--- src/rtl/crc_stream_engine.sv ---
// crc_stream_engine: parallel CRC generator for framed valid/ready streams.
// Folds DATA_W bits per accepted beat into a CRC_W-bit LFSR state and holds
// the finished frame CRC until the consumer takes it.
//
// Ports:
//   clk, rst                 rising-edge clock, synchronous active-high reset
//   in_valid/in_ready        input beat handshake (in_ready registered from state)
//   in_data[DATA_W]          beat, byte 0 = in_data[DATA_W-1 -: 8] folded first
//   in_sof/in_eof            frame delimiters (both on one beat = 1-beat frame)
//   out_valid/out_ready      result handshake, out_crc stable while out_valid
//   out_crc[CRC_W]           (REFOUT ? rev(reg) : reg) ^ XOR_OUT
//   frame_err                one-cycle pulse on a protocol violation
//   out_ok                   only with CRC_STREAM_CHECK_EN: pre-XOR_OUT reg == RESIDUE
//
// Optional feature macro: CRC_STREAM_CHECK_EN (adds out_ok and the residue compare).
module crc_stream_engine #(
  parameter int unsigned CRC_W   = 16,
  parameter int unsigned DATA_W  = 8,
  parameter logic [31:0] POLY    = 32'h0000_1021,
  parameter logic [31:0] INIT    = 32'h0000_FFFF,
  parameter logic [31:0] XOR_OUT = 32'h0000_0000,
  parameter bit          REFIN   = 1'b0,
  parameter bit          REFOUT  = 1'b0,
  parameter logic [31:0] RESIDUE = 32'h0000_0000
) (
  input  logic              clk,
  input  logic              rst,
  input  logic              in_valid,
  output logic              in_ready,
  input  logic [DATA_W-1:0] in_data,
  input  logic              in_sof,
  input  logic              in_eof,
  output logic              out_valid,
  input  logic              out_ready,
  output logic [CRC_W-1:0]  out_crc,
  output logic              frame_err
`ifdef CRC_STREAM_CHECK_EN
  ,
  output logic              out_ok
`endif
);

  localparam int unsigned NBYTES = DATA_W / 8;

  localparam logic [CRC_W-1:0] POLY_C = CRC_W'(POLY);
  localparam logic [CRC_W-1:0] INIT_C = CRC_W'(INIT);
  localparam logic [CRC_W-1:0] XOR_C  = CRC_W'(XOR_OUT);
`ifdef CRC_STREAM_CHECK_EN
  localparam logic [CRC_W-1:0] RES_C  = CRC_W'(RESIDUE);
`endif

  // Elaboration-time parameter sanity.
  if (CRC_W < 8 || CRC_W > 32) begin : g_bad_crc_w
    $error("crc_stream_engine: CRC_W=%0d outside 8..32", CRC_W);
  end
  if (DATA_W < 8 || DATA_W > 64 || (DATA_W % 8) != 0) begin : g_bad_data_w
    $error("crc_stream_engine: DATA_W=%0d must be a multiple of 8 in 8..64", DATA_W);
  end
  // Set bits above CRC_W in the constants are dropped; flag it as a likely typo.
  if ((POLY >> CRC_W) != 32'd0 || (INIT >> CRC_W) != 32'd0 ||
      (XOR_OUT >> CRC_W) != 32'd0 || (RESIDUE >> CRC_W) != 32'd0) begin : g_trunc_warn
    $warning("crc_stream_engine: constant bits above CRC_W=%0d are truncated", CRC_W);
  end

  typedef enum logic [1:0] {
    S_IDLE = 2'd0,
    S_RUN  = 2'd1,
    S_HOLD = 2'd2
  } state_t;

  state_t             state_q, state_d;
  logic [CRC_W-1:0]   crc_q, crc_d;
  logic [CRC_W-1:0]   out_crc_q, out_crc_d;
  logic               out_valid_q, out_valid_d;
  logic               in_ready_q, in_ready_d;
  logic               frame_err_q, frame_err_d;
`ifdef CRC_STREAM_CHECK_EN
  logic               out_ok_q, out_ok_d;
`endif

  logic               accept_c;
  logic [CRC_W-1:0]   fold_src_c;
  logic [CRC_W-1:0]   fold_res_c;

  // Bit-reverse one byte.
  function automatic logic [7:0] rev8(input logic [7:0] x);
    logic [7:0] r;
    logic [7:0] s;
    r = '0;
    s = x;
    for (int unsigned k = 0; k < 8; k++) begin
      r = {r[6:0], s[0]};
      s = s >> 1;
    end
    return r;
  endfunction

  // Bit-reverse the full CRC word.
  function automatic logic [CRC_W-1:0] rev_crc(input logic [CRC_W-1:0] x);
    logic [CRC_W-1:0] r;
    logic [CRC_W-1:0] s;
    r = '0;
    s = x;
    for (int unsigned k = 0; k < CRC_W; k++) begin
      r = {r[CRC_W-2:0], s[0]};
      s = s >> 1;
    end
    return r;
  endfunction

  // Unrolled MSB-first LFSR over every byte of the beat, byte 0 first.
  function automatic logic [CRC_W-1:0] fold(input logic [CRC_W-1:0] crc_in,
                                            input logic [DATA_W-1:0] data);
    logic [CRC_W-1:0] c;
    logic [7:0]       b;
    logic             fb;
    c = crc_in;
    for (int unsigned i = 0; i < NBYTES; i++) begin
      b = 8'(data >> (DATA_W - 8 * (i + 1)));
      if (REFIN) b = rev8(b);
      for (int unsigned j = 0; j < 8; j++) begin
        fb = c[CRC_W-1] ^ b[7];
        b  = b << 1;
        c  = {c[CRC_W-2:0], 1'b0};
        if (fb) c = c ^ POLY_C;
      end
    end
    return c;
  endfunction

  // Fold path: a sof beat (or any beat seen from IDLE) restarts from INIT.
  always_comb begin
    accept_c   = in_valid && in_ready_q;
    fold_src_c = (state_q == S_IDLE || in_sof) ? INIT_C : crc_q;
    fold_res_c = fold(fold_src_c, in_data);
  end

  // Next-state and registered-output logic.
  always_comb begin
    state_d     = state_q;
    crc_d       = crc_q;
    out_crc_d   = out_crc_q;
    frame_err_d = 1'b0;
`ifdef CRC_STREAM_CHECK_EN
    out_ok_d    = out_ok_q;
`endif

    case (state_q)
      S_IDLE: begin
        if (accept_c) begin
          if (in_sof) begin
            crc_d   = fold_res_c;
            state_d = in_eof ? S_HOLD : S_RUN;
          end else begin
            // Beat outside a frame: swallowed and flagged.
            frame_err_d = 1'b1;
          end
        end
      end
      S_RUN: begin
        if (accept_c) begin
          crc_d = fold_res_c;
          // sof mid-frame abandons the open frame; fold_src_c already chose INIT.
          if (in_sof) frame_err_d = 1'b1;
          if (in_eof) state_d = S_HOLD;
        end
      end
      S_HOLD: begin
        if (out_ready) state_d = S_IDLE;
      end
      default: begin
        state_d = S_IDLE;
      end
    endcase

    // Latch the finished result on the eof fold so it is stable through HOLD.
    if (state_q != S_HOLD && state_d == S_HOLD) begin
      out_crc_d = (REFOUT ? rev_crc(fold_res_c) : fold_res_c) ^ XOR_C;
`ifdef CRC_STREAM_CHECK_EN
      out_ok_d  = (fold_res_c == RES_C);
`endif
    end

    in_ready_d  = (state_d != S_HOLD);
    out_valid_d = (state_d == S_HOLD);
  end

  // State and output registers.
  always_ff @(posedge clk) begin
    if (rst) begin
      state_q     <= S_IDLE;
      crc_q       <= INIT_C;
      out_crc_q   <= '0;
      out_valid_q <= 1'b0;
      in_ready_q  <= 1'b0;
      frame_err_q <= 1'b0;
`ifdef CRC_STREAM_CHECK_EN
      out_ok_q    <= 1'b0;
`endif
    end else begin
      state_q     <= state_d;
      crc_q       <= crc_d;
      out_crc_q   <= out_crc_d;
      out_valid_q <= out_valid_d;
      in_ready_q  <= in_ready_d;
      frame_err_q <= frame_err_d;
`ifdef CRC_STREAM_CHECK_EN
      out_ok_q    <= out_ok_d;
`endif
    end
  end

  assign in_ready  = in_ready_q;
  assign out_valid = out_valid_q;
  assign out_crc   = out_crc_q;
  assign frame_err = frame_err_q;
`ifdef CRC_STREAM_CHECK_EN
  assign out_ok    = out_ok_q;
`endif

endmodule

--- config.mk ---
export PLATFORM = sky130hd
export DESIGN_NAME = crc_stream_engine
export DESIGN_NICKNAME = d
export VERILOG_FILES = /design/src/rtl/crc_stream_engine.sv
export SDC_FILE = /design/constraint.sdc
export NUM_CORES = 1
export LEC_CHECK = 0
export ABC_AREA = 1
export CAP_MARGIN = 25
export CORE_MARGIN = 2
export CORE_UTILIZATION = 53
export DETAILED_ROUTE_END_ITERATION = 16
export GPL_TIMING_DRIVEN = 0
export PLACE_DENSITY = 0.79
export SLEW_MARGIN = 0
export SYNTH_ARGS = -nofsm -noshare
export SYNTH_HDL_FRONTEND = slang
export SYNTH_SLANG_ARGS = --single-unit
--- constraint.sdc ---
create_clock -name clk -period 1.95 [get_ports clk]
set_clock_uncertainty 0.2 [all_clocks]
set_input_delay 0.2925 -clock clk [delete_from_list [all_inputs] [get_ports clk]]
set_output_delay 0.2925 -clock clk [all_outputs]
set_load 0.01 [all_outputs]
==> flow_metrics.tcl <==
set metrics [dict create \
    status "complete, no violations" \
    grt_pass1_wl_mm 7.734 \
    cts_tree "done" \
    clock_path_buffers 2 \
    hpwl_mm 3.406 \
    design_area_um2 2561 \
    fmax_ghz 0.5695 \
    hold_slack_ps 267.4 \
    peakVddDrop_uv 581.4 \
    die_x_um 66.92 \
    drive_gt1_frac 0.1900 \
    crit_type "register to register" \
    r2r_start "state_q[1]" \
    hold_path.class "register to register" \
    postRouteAntennaNets 0 \
    drv_slew 0 \
    htree_levels 2 \
    synth.avg_cell_area_um2 7.467 \
    synthTopCellsByArea "dfxtp_1, nand2_1, nand2_4" \
    syn_nets 295 \
    cp.arrival_ps 1740 \
    layout_common_cells "nand2_1, inv_1, dfxtp_1" \
    holdPathEnd "out_crc[4]" \
    post-route-util 0.6842 \
    critical_path.endpoint_type "register" \
    ios 33 \
    postSynthCellCount 281 \
    yosysUniqueCellTypes 31 \
    holdBufCountCts 0 \
    drtIter0Drc 135 \
    diodes 0 \
    synth_area_um2 2098 \
    setup_viol 0 \
    placed_area_um2 2479 \
    synth_top_area_cell "dfxtp_1" \
    startpoint_type "register" \
    globalplace.congestion 0.8750 \
    remaining_drc_errors 0 \
    final_common_cell "nand2_1" \
    initial_utilization 0.5605 \
    routed_wl_mm 4.410 \
    yosysSeqAreaShare 0.3530 \
    timing.reg2reg.setup_slack_ps 190 \
    pre_cts_slack_ps -212.4 \
    drv_cap 0 \
    finalPower_mw 1.625 \
    yosysWarnings 0 \
    vias_per_cell 5.068 \
    setup_ws_ps 194.2 \
    clk_pin_slew_ps 70 \
    placedCellCount 361 \
    grt_start_max_net_pins 11 \
    fp.dieH_um 66.92 \
    io_buffers 32 \
    routed-via-count 1870 \
    relSlewSlack 0.6609 \
    nets 334 \
    cp_max_fo 5 \
    clock-root-buffer "clkbuf_8" \
    wl_per_cell_um 11.95 \
    worstReg2RegEnd "out_crc[13]" \
    grt.overflow.total 0 \
    r2r_cells 11 \
    fin_crit_ps 1756 \
    p_per_area_nw_per_um2 634.4 \
    stdcell_count 369 \
    die_area_um2 4478 \
    fin_crit_sh 0.9004 \
    area_growth_pct 22.06 \
    clock_sinks 37 \
    dr.pass1.iters 4 \
    hp-start "out_crc[4]" \
    p_leak_nw 1.198 \
    core.rowCount 22 \
    finalHoldViolations 0 \
    worst_pin_slew_ps 508.7 \
    numCtsBuffers 5 \
    insertion_delay_ps 290 \
    ys_ff_latch 37 \
    antenna_found_initial 0 \
    holdPathStages 2 \
    required_ps 1940 \
    finalSetupTns_ps 0 \
    rsz0062_at_grt "no" \
    grt_pass1_vias 1791 \
    synth_top_area_frac 0.3530 \
    coreArea_um2 3744 \
    grtUsageTotal 0.2275 \
]
## worst max path at each step
| stage | from | endpoint | slack, ps | cells past startpoint |
|---|---|---|---|---|
| after floorplan | state_q[1] | out_crc[15] | 410 | 13 |
| after global placement | in_sof | out_crc[13] | -190 | 11 |
| after detailed placement | in_sof | out_crc[13] | -210 | 13 |
| after CTS | in_sof | out_crc[10] | 90 | 11 |
| after global routing | state_q[1] | out_crc[13] | 30 | 11 |
| final | state_q[1] | out_crc[13] | 190 | 11 |
## metal layers
layer,routed length (µm),up-vias,track usage
met1,1894,860,0.2619
met4,59,0,0.07143
met5,0,-,0
li1,-,960,-
met2,2219,45,0.4213
met3,237,5,0.04054
## power breakdown
| group | switching (mW) | internal [mW] |
|---|---|---|
| Sequential | 0.0193 | 0.792 |
| Clock | 0.255 | 0.254 |
| Combinational | 0.176 | 0.128 |
## cells by family (layout without fill, tap and decap cells)
group,count (synthesis),in the layout,share of synthesized area
and+or+nand+nor,137,137,0.3781
buffers and inverters,59,99,0.1336
AOI/OAI and AO/OA,44,44,0.1187
DFF,37,37,0.3530
xor gates and xnor gates,4,4,0.01670
## flip-flops by register name (all words and copies together), names as in the netlist
name and cells:
frame_err 1, crc_q 16, in_ready 1, out_crc 16, state_q 2, out_valid 1
## cell type report
class | count | area, µm²
Timing Repair Buffer | 32 | 322.8
Sequential cell | 37 | 740.7
Fill cell | 352 | 1182
Clock buffer | 8 | 80.08
Inverter | 49 | 196.4
Buffer | 10 | 83.83
Tap cell | 48 | 60.06
Multi-Input combinational cell | 185 | 1077
## timing repair
item,in CTS,in global routing
endpoints found under the setup margin,0,6
buffers inserted,0,0
gates resized for setup,0,1
## cell usage after synthesis
master and instances:
or2_1 2, a21oi_1 22, nand3_4 1, nand2_4 13, o211ai_1 1, nand2_2 17
o21ai_1 4, inv_2 6, xnor2_1 3, xor2_1 1, clkinv_4 1, dfxtp_1 37
o21ai_0 7, buf_12 1, o21a_1 9, clkinv_1 2, nand3_1 26, inv_4 3
nand3b_1 1, inv_1 37, clkbuf_1 5, nor2_1 9, buf_6 4, nor2_4 2
nor4_1 1, nand4_2 1, nand4_4 1, nand3_2 6, nand4_1 1, a2111oi_0 1
nand2_1 56
## worst max-delay path, cell delays in order (launching register included)
cell,delay [ps]
dfxtp_1,410
nor2_1,90
nor2_4,150
nand3_1,80
nand2_1,170
inv_1,110
nand2_2,110
nand2_4,80
nand2_2,60
nand3_1,80
nand2_1,70
inv_1,40
Note: power is estimated with default switching activity, not from simulation.
